$ cat src/rtl/fetch_queue.sv
// Instruction-fetch front end: issues sequential word fetches and buffers the returned
// instructions with their PCs in a small circular queue presented over valid/ready.
module fetch_queue #(
    parameter int              DEPTH    = 4,
    parameter int              ADDR_W   = 64,
    parameter logic [ADDR_W-1:0] RESET_PC = '0
) (
    input  logic                  clk,
    input  logic                  reset,
    output logic                  imem_req,
    output logic [ADDR_W-1:0]     imem_addr,
    input  logic [31:0]           imem_rdata,
    input  logic                  redirect,
    input  logic [ADDR_W-1:0]     redirect_pc,
    output logic                  out_valid,
    input  logic                  out_ready,
    output logic [31:0]           out_instr,
    output logic [ADDR_W-1:0]     out_pc,
    output logic [$clog2(DEPTH):0] count
);

    localparam int PTR_W = $clog2(DEPTH);
    localparam int CNT_W = PTR_W + 1;

    logic [ADDR_W-1:0] r_fetch_pc;
    logic [ADDR_W-1:0] r_req_pc;
    logic              r_inflight;
    logic [PTR_W-1:0]  r_wptr;
    logic [PTR_W-1:0]  r_rptr;
    logic [CNT_W-1:0]  r_count;
    logic [31:0]       r_instr_mem [DEPTH];
    logic [ADDR_W-1:0] r_pc_mem    [DEPTH];

    logic [CNT_W-1:0]  w_occupancy;
    logic              w_issue;
    logic              w_push;
    logic              w_pop;

    // An in-flight request already owns a slot, so it counts towards occupancy.
    assign w_occupancy = r_count + CNT_W'(r_inflight);
    assign w_issue     = !reset && !redirect && (w_occupancy < CNT_W'(DEPTH));
    assign w_push      = r_inflight && !redirect;
    assign w_pop       = out_valid && out_ready;

    assign imem_req  = w_issue;
    assign imem_addr = r_fetch_pc;
    assign out_valid = !reset && (r_count != '0);
    assign out_instr = r_instr_mem[r_rptr];
    assign out_pc    = r_pc_mem[r_rptr];
    assign count     = r_count;

    always_ff @(posedge clk) begin
        if (reset) begin
            r_fetch_pc <= RESET_PC;
            r_inflight <= 1'b0;
            r_wptr     <= '0;
            r_rptr     <= '0;
            r_count    <= '0;
        end else if (redirect) begin
            // Flush wins over any same-cycle push, pop or response.
            r_fetch_pc <= redirect_pc & ~ADDR_W'(3);
            r_inflight <= 1'b0;
            r_wptr     <= '0;
            r_rptr     <= '0;
            r_count    <= '0;
        end else begin
            if (w_issue) begin
                r_fetch_pc <= r_fetch_pc + ADDR_W'(4);
                r_inflight <= 1'b1;
            end else begin
                r_inflight <= 1'b0;
            end
            if (w_push) r_wptr <= r_wptr + PTR_W'(1);
            if (w_pop)  r_rptr <= r_rptr + PTR_W'(1);
            case ({w_push, w_pop})
                2'b10:   r_count <= r_count + CNT_W'(1);
                2'b01:   r_count <= r_count - CNT_W'(1);
                default: r_count <= r_count;
            endcase
        end
    end

    // Payload storage carries no reset; pointers and count alone define validity.
    always_ff @(posedge clk) begin
        if (w_issue) r_req_pc <= r_fetch_pc;
        if (w_push) begin
            r_instr_mem[r_wptr] <= imem_rdata;
            r_pc_mem[r_wptr]    <= r_req_pc;
        end
    end

endmodule
$ cat config.mk
export PLATFORM = sky130hd
export DESIGN_NAME = fetch_queue
export DESIGN_NICKNAME = d
export VERILOG_FILES = /design/src/rtl/fetch_queue.sv
export SDC_FILE = /design/constraint.sdc
export NUM_CORES = 1
export LEC_CHECK = 0
export BUFFER_PORTS_ARGS = -buffer_cell sky130_fd_sc_hd__buf_2
export CAP_MARGIN = 20
export CORE_MARGIN = 2
export CORE_UTILIZATION = 40
export DETAILED_ROUTE_END_ITERATION = 8
export SETUP_SLACK_MARGIN = 0.5
export SLEW_MARGIN = 40
export SYNTH_ARGS = -nofsm -noshare
export SYNTH_HDL_FRONTEND = slang
export SYNTH_SLANG_ARGS = --single-unit
$ cat constraint.sdc
create_clock -name clk -period 6.33 [get_ports clk]
set_input_delay 0.3165 -clock clk [delete_from_list [all_inputs] [get_ports clk]]
set_output_delay 0.3165 -clock clk [all_outputs]
set_load 0.005 [all_outputs]
== Yosys cells after proc, flatten, opt, wreduce, memory -nomap -nowiden ==
Memory sizes are Yosys's and may differ from the RTL's. A register that Yosys moved wholly into a read port is not among the register bits.
Cells that the tools add are included.
Widths: inputs -> output; s select.

* Flip-flop bits (word level): 136
* Bits in latches: 0
* Memory bits (writable): 384
* ROM bits: 0
* Bits of input ports: 100
* Output and inout port bits: 165
* Word-level logic and storage cells: 39
* Memories kept: 2

{| class="wikitable"
|+ Memory list
! name !! depth !! width !! read ports !! clocked after Yosys merged registers in !! write ports !! line !! RTL
|-
| r_pc_mem || 4 || 64 || 1 || 1 || 1 || 32 || <nowiki>logic [ADDR_W-1:0] r_pc_mem [DEPTH];</nowiki>
|-
| r_instr_mem || 4 || 32 || 1 || 1 || 1 || 31 || <nowiki>logic [31:0] r_instr_mem [DEPTH];</nowiki>
|}

* Add/sub/neg operators: 6
* Multipliers: 0
* Divide/modulo/power cells: 0
* $lt $le $gt $ge: 1
* Equality and inequality tests: 2
* Shifts and indexed selects: 0
* Muxes and demuxes: 10
* Bitwise logic cells: 0
* Reductions and logical operators: 11

{| class="wikitable"
|+ Operators with widths
! kind !! count
|-
| $mux 64 || 2
|-
| $add 64x3->64 const B || 1
|-
| $mux 2 || 4
|-
| $pmux 3 s2 || 1
|-
| $logic_and 1x1->1 || 5
|-
| $add 2x1->2 const B || 2
|-
| $reduce_bool 2->1 || 2
|-
| $add 3x1->3 || 1
|-
| $add 3x1->3 const B || 1
|-
| $lt 3x3->1 const B || 1
|-
| $mux 1 || 3
|-
| $reduce_bool 3->1 || 1
|-
| $sub 3x1->3 const B || 1
|-
| $eq 2x1->1 const B || 1
|-
| $eq 2x2->1 const B || 1
|-
| $logic_not 1->1 || 2
|-
| $reduce_or 2->1 || 1
|}

== Depth between registers and ports, before layout ==
* Depth in word-level cells: 5
* Mapped depth: 9

== Least setup slack after synthesis ==
OpenSTA, ideal clock, no wires.

* Path kind: input port to flip-flop
* Start point: in reset
* End point: reg r_fetch_pc[4], in the netlist imem_addr[4]
* Library setup time: 326 ps
* Arrival: 4060 ps
* Required time: 6004 ps
* Setup slack: 1944 ps
* Stages on the path: 5
* Path buffers: 2
* Cells stage by stage: buf_6 > or2_2 > clkbuf_1 > nor2_1 > a2111oi_0

* Cells in the longest elaborated chain, start to end: 4

{| class="wikitable"
|+ RTL lines
! what !! line !! RTL
|-
| from (decl) || 9 || <nowiki>input logic reset,</nowiki>
|-
| $logic_not 1->1 || 41 || <nowiki>assign w_issue = !reset && !redirect && (w_occupancy < CNT_W'(DEPTH));</nowiki>
|-
| $logic_and 1x1->1 (2 in series) || 41 ||
|-
| via imem_req || 10 || <nowiki>output logic imem_req,</nowiki>
|-
| $reduce_bool 2->1 (no source line) || - ||
|-
| to (signal assigned) || 61 || <nowiki>r_fetch_pc <= redirect_pc & ~ADDR_W'(3);</nowiki>
|-
| to (signal assigned) || 68 || <nowiki>r_fetch_pc <= r_fetch_pc + ADDR_W'(4);</nowiki>
|-
| to (decl) || 25 || <nowiki>logic [ADDR_W-1:0] r_fetch_pc;</nowiki>
|}

The timed path passes the listed nets, and every way through them passes these cells.
A chain may end at the register's enable or synchronous reset.

== Final worst setup path ==
* Start point: reg r_fetch_pc[11], in the netlist imem_addr[11]
* End point: reg r_fetch_pc[56], in the netlist imem_addr[56]

* Cells in the longest elaborated chain, start to end: 3

{| class="wikitable"
|+ RTL lines
! what !! line !! RTL
|-
| $add 64x3->64 || 68 ||
|-
| $mux 64 || 67 || <nowiki>if (w_issue) begin</nowiki>
|-
| $mux 64 || 59 || <nowiki>end else if (redirect) begin</nowiki>
|}

Every way passes these cells. The select of a mux whose other input is x is not followed.

==> tab_implementation.tex <==
\begin{tabular}{lr}
\hline
Metric & Value \\
\hline
\multicolumn{2}{l}{\textbf{Global route}} \\
\quad Total congestion overflow & 0 \\
\quad Grt met2 use & 0.312 \\
\quad Via count of the first global-routing pass & 11477 \\
\quad Fraction of met3 tracks used by global routing & 0.0423 \\
\quad Maximum number of pins on one net before global-route repair & 73 \\
\quad Total Routing Usage GR & 0.192 \\
\quad Busiest layer in global routing & met2 \\
\quad Global routing met1 resource utilization & 0.257 \\
\quad Initial antenna violation count & 4 \\
\quad Wire length of the first global-routing pass & 72.4 mm \\
\multicolumn{2}{l}{\textbf{Placed design}} \\
\quad Half-perimeter wire length after detailed placement & 31.7 mm \\
\quad Number of port buffers & 258 \\
\quad Routability-driven placement congestion ratio & 0.845 \\
\multicolumn{2}{l}{\textbf{STA}} \\
\quad Setup total negative slack & 0 ns \\
\quad Fmax achieved & 0.293 GHz \\
\quad Worst Clk Skew & 0.0283 ns \\
\quad Share of the clock period used by the worst path after layout & 0.538 \\
\quad Setup repair after global routing missed its margin & no \\
\quad Total count of max-transition violations in the final report & 0 \\
\quad Number of failing setup endpoints in the final timing report & 0 \\
\quad Slew of the pin with the lowest slew margin & 0.861 ns \\
\quad Worst slew margin relative to its limit & 0.421 \\
\quad Time the final worst path needs with I/O delays and setup & 3.41 ns \\
\quad Final Hold Viols & 0 \\
\multicolumn{2}{l}{\textbf{Critical path}} \\
\quad R2r worst-path depth & 5 \\
\quad Startpoint class of the critical path & register \\
\quad Category of the critical setup timing path & reg2reg \\
\quad Reg2Reg Capture Point & imem\_addr[56] \\
\quad Source of the worst register-to-register timing path & imem\_addr[11] \\
\quad Register-to-register path setup slack & 2.92 ns \\
\quad Cell count along the critical path & 5 \\
\quad Bufs and invs on worst path & 0 \\
\quad Most used cell, CP & sky130\_fd\_sc\_hd\_\_or4\_1 \\
\quad Arrival time reported for the critical path endpoint & 3.92 ns \\
\quad Critical Path Sink Type & register \\
\quad Ordered list of cells on the worst path & nand4\_2 -> or4\_1 -> or4\_1 -> or4\_1 -> a311oi\_1 \\
\quad Critical-path top delay cell & sky130\_fd\_sc\_hd\_\_or4\_1 \\
\quad Largest fanout of any net on the critical path & 20 \\
\quad Worst Path Required & 6.84 ns \\
\quad Critical Path Max Stage Delay & 0.88 ns \\
\quad Cell family contributing the most delay on the critical path & simple AND/OR/NAND/NOR gates \\
\multicolumn{2}{l}{\textbf{Layout}} \\
\quad Share of final-layout standard cells stronger than drive strength 1 & 0.317 \\
\quad Area Overhead vs Synth & 23.5\% \\
\quad Post-route core utilization & 0.499 \\
\quad Final layout net count & 1562 \\
\multicolumn{2}{l}{\textbf{Power and ir drop}} \\
\quad Leakage power total & 8.14 nW \\
\quad Peak ir drop on the vdd network & 0.217 mV \\
\quad Overall power consumption & 7.07 mW \\
\quad Pwr Density & 290 nW/um\^{}2 \\
\multicolumn{2}{l}{\textbf{Route}} \\
\quad Detailed Route Iter0 Violations & 965 \\
\quad Number of remaining DRC errors & 0 \\
\quad Antenna-violating nets left & 0 \\
\quad Vias/cell & 5.32 \\
\quad Routed via count & 11526 \\
\quad Wire length after detailed routing & 49.3 mm \\
\quad First-pass iteration count of the detailed router & 5 \\
\quad Detailed-route wire length per cell & 22.8 um \\
\multicolumn{2}{l}{\textbf{Run}} \\
\quad Max Cap Viol & 0 \\
\multicolumn{2}{l}{\textbf{Clocking}} \\
\quad Maximum level of the CTS H-tree & 2 \\
\quad Clock buffers created by TritonCTS & 53 \\
\quad Clock-pin slew of the registers on the worst-case setup and hold paths & 0.06 ns \\
\quad Clock Path Buffers & 3 \\
\quad Clock tree sinks & 510 \\
\quad Clock tree from TritonCTS & built \\
\quad Source-to-sink clock delay at the later pin of the worst-skew pair & 0.60 ns \\
\quad Master cell of the clock root buffer & sky130\_fd\_sc\_hd\_\_clkbuf\_16 \\
\multicolumn{2}{l}{\textbf{Yosys}} \\
\quad Fraction of registers with async set or reset after synthesis & 0 \\
\quad Synth Register Bits & 510 \\
\quad Synthesized instance count & 1097 \\
\quad Synthesized area per cell & 18.0 sq um \\
\quad Combined area of all synthesized cells & 19700 sq um \\
\quad Most instantiated flip-flop cell in the synthesis netlist & sky130\_fd\_sc\_hd\_\_edfxtp\_1 \\
\quad Yosys cell types & 56 \\
\quad Number of flops mapped to enable cells by yosys & 438 \\
\quad Yosys warns & 0 \\
\quad Share of the yosys chip area belonging to registers & 0.739 \\
\multicolumn{2}{l}{\textbf{Min path}} \\
\quad Hold Path Cell Cnt & 3 \\
\quad Path type of the worst min-delay path & in2reg \\
\quad Startpoint of the worst hold path & redirect\_pc[22] \\
\quad Worst Hold End & imem\_addr[22] \\
\multicolumn{2}{l}{\textbf{Floorplanning}} \\
\quad Floorplan die width & 226 um \\
\quad Die Y-Extent & 226 um \\
\quad I/O pins & 265 \\
\quad Area of the die & 51200 sq um \\
\quad CORE AREA & 48800 sq um \\
\quad Row Count & 81 \\
\quad Initial cell density of the core & 0.404 \\
\multicolumn{2}{l}{\textbf{Outcome}} \\
\quad Status & finished clean \\
\hline
\end{tabular}
-- sequential cells by signal, indices dropped and copies added (netlist names), named ones only --
signal and count:
r_wptr 2, count 3, r_inflight 1, r_instr_mem 128, imem_addr 62, r_rptr 2
r_req_pc 62, r_pc_mem 248
-- repair_timing --
item                                   CTS  global route
setup buffers                            0             0
gates resized for setup                  0             0
endpoints found under the hold margin  176             0
hold buffers                            80             0
-- cell usage after synthesis, types with 3 or more instances --
cell type                   count  area (sq um)
sky130_fd_sc_hd__edfxtp_1     438         13200
sky130_fd_sc_hd__mux4_2        94          2120
sky130_fd_sc_hd__nor2_1        78           293
sky130_fd_sc_hd__dfxtp_1       72          1440
sky130_fd_sc_hd__clkbuf_1      38           143
sky130_fd_sc_hd__nand2_1       36           135
sky130_fd_sc_hd__a311oi_1      31           272
sky130_fd_sc_hd__nand4_1       29           181
sky130_fd_sc_hd__or4_1         19           143
sky130_fd_sc_hd__nand3_1       18          90.1
sky130_fd_sc_hd__a211oi_1      16           120
sky130_fd_sc_hd__nor4_1        16           100
sky130_fd_sc_hd__or3_1         16           100
sky130_fd_sc_hd__inv_1         14          52.6
sky130_fd_sc_hd__o31ai_1       14           105
sky130_fd_sc_hd__xnor2_1       14           123
sky130_fd_sc_hd__and2_1        12          75.1
sky130_fd_sc_hd__and3_1        12          75.1
sky130_fd_sc_hd__nor3_1        12          60.1
sky130_fd_sc_hd__and4_1        11          96.3
sky130_fd_sc_hd__xor2_1        11          96.3
sky130_fd_sc_hd__o21ai_0       10          50.1
sky130_fd_sc_hd__buf_1          9          33.8
sky130_fd_sc_hd__a21oi_1        6          30.0
sky130_fd_sc_hd__ha_1           6          75.1
sky130_fd_sc_hd__o31a_1         6          52.6
sky130_fd_sc_hd__a2111oi_0      5          43.8
sky130_fd_sc_hd__a311o_1        4          40.0
sky130_fd_sc_hd__buf_4          4          30.0
sky130_fd_sc_hd__nor2b_1        4          25.0
sky130_fd_sc_hd__or2_2          4          25.0
sky130_fd_sc_hd__buf_2          3          15.0
sky130_fd_sc_hd__o2111a_1       3          33.8
-- cell type report --
type	count	area, sq um
inverter	15	56.3
clock inverter	32	278
clock buffer	65	1370
timing repair buffer	359	2360
multi-input combinational	516	4870
tap	664	831
sequential	510	14600
fill	4126	24500
antenna	4	10.0
-- power breakdown --
part           leakage (nW)  internal (mW)  switching [mW]
registers              4.61           3.72          0.0876
clock network         0.802           1.70            1.28
logic                  2.73          0.138           0.144
total                  8.14           5.56            1.51
-- cell usage in the layout, fill, tap and decap left out, types with 15 or more instances in the layout --
cell type / count
sky130_fd_sc_hd__a311oi_1: 31
sky130_fd_sc_hd__a211oi_1: 16
sky130_fd_sc_hd__nor2_1: 77
sky130_fd_sc_hd__nand2_1: 36
sky130_fd_sc_hd__or4_1: 19
sky130_fd_sc_hd__or3_1: 16
sky130_fd_sc_hd__nand3_1: 17
sky130_fd_sc_hd__clkbuf_16: 53
sky130_fd_sc_hd__dlygate4sd3_1: 80
sky130_fd_sc_hd__mux4_2: 94
sky130_fd_sc_hd__edfxtp_1: 438
sky130_fd_sc_hd__nor4_1: 15
sky130_fd_sc_hd__nand4_1: 29
sky130_fd_sc_hd__buf_2: 258
sky130_fd_sc_hd__dfxtp_1: 70
-- how the worst max path moves through the flow --
stage,start,slack [ns],end
final,imem_addr[11],2.92,imem_addr[56]
after global routing,imem_addr[11],2.76,imem_addr[56]
after CTS,imem_addr[11],2.96,imem_addr[54]
after detailed placement,redirect,2.72,imem_addr[55]
after global placement,redirect,2.54,imem_addr[41]
after floorplan,reset,1.94,imem_addr[4]
-- cell families after synthesis --
kind of cell	count (synthesis)	share of synthesized area
compound gates	103	0.0412
buf+inv	74	0.0168
simple gates	280	0.0781
xor+xnor	25	0.0111
flops	510	0.739
other cells	1	0.000190
mux	97	0.109
fa+ha+maj	7	0.00482
-- stage by stage --
step	worst slack, ns	instances	hold slack (ns)	cell area, sq um
5_1_grt	2.76	2163	0.0279	24400
2_1_floorplan	1.94	1100	0.415	19800
3_3_place_gp	2.54	1976	0.468	21700
6_report	2.92	2165	0.0469	24400
3_5_place_dp	2.72	1983	0.481	21900
4_1_cts	2.96	2160	0.00881	24300
-- routing by layer --
layer,up-vias,share of wire
li1,5233,-
met1,5846,0.44
met2,367,0.48
met3,78,0.060
met4,2,0.024
met5,-,0.00026
-- worst register-to-register path, delay by kind of cell (launching register included) --
kind / cells / cell delay, ns
and+or+nand+nor: 4 / 2.42
AOI/OAI and AO/OA: 1 / 0.28
DFF: 1 / 0.61
Note: power is estimated with default switching activity, not from simulation.
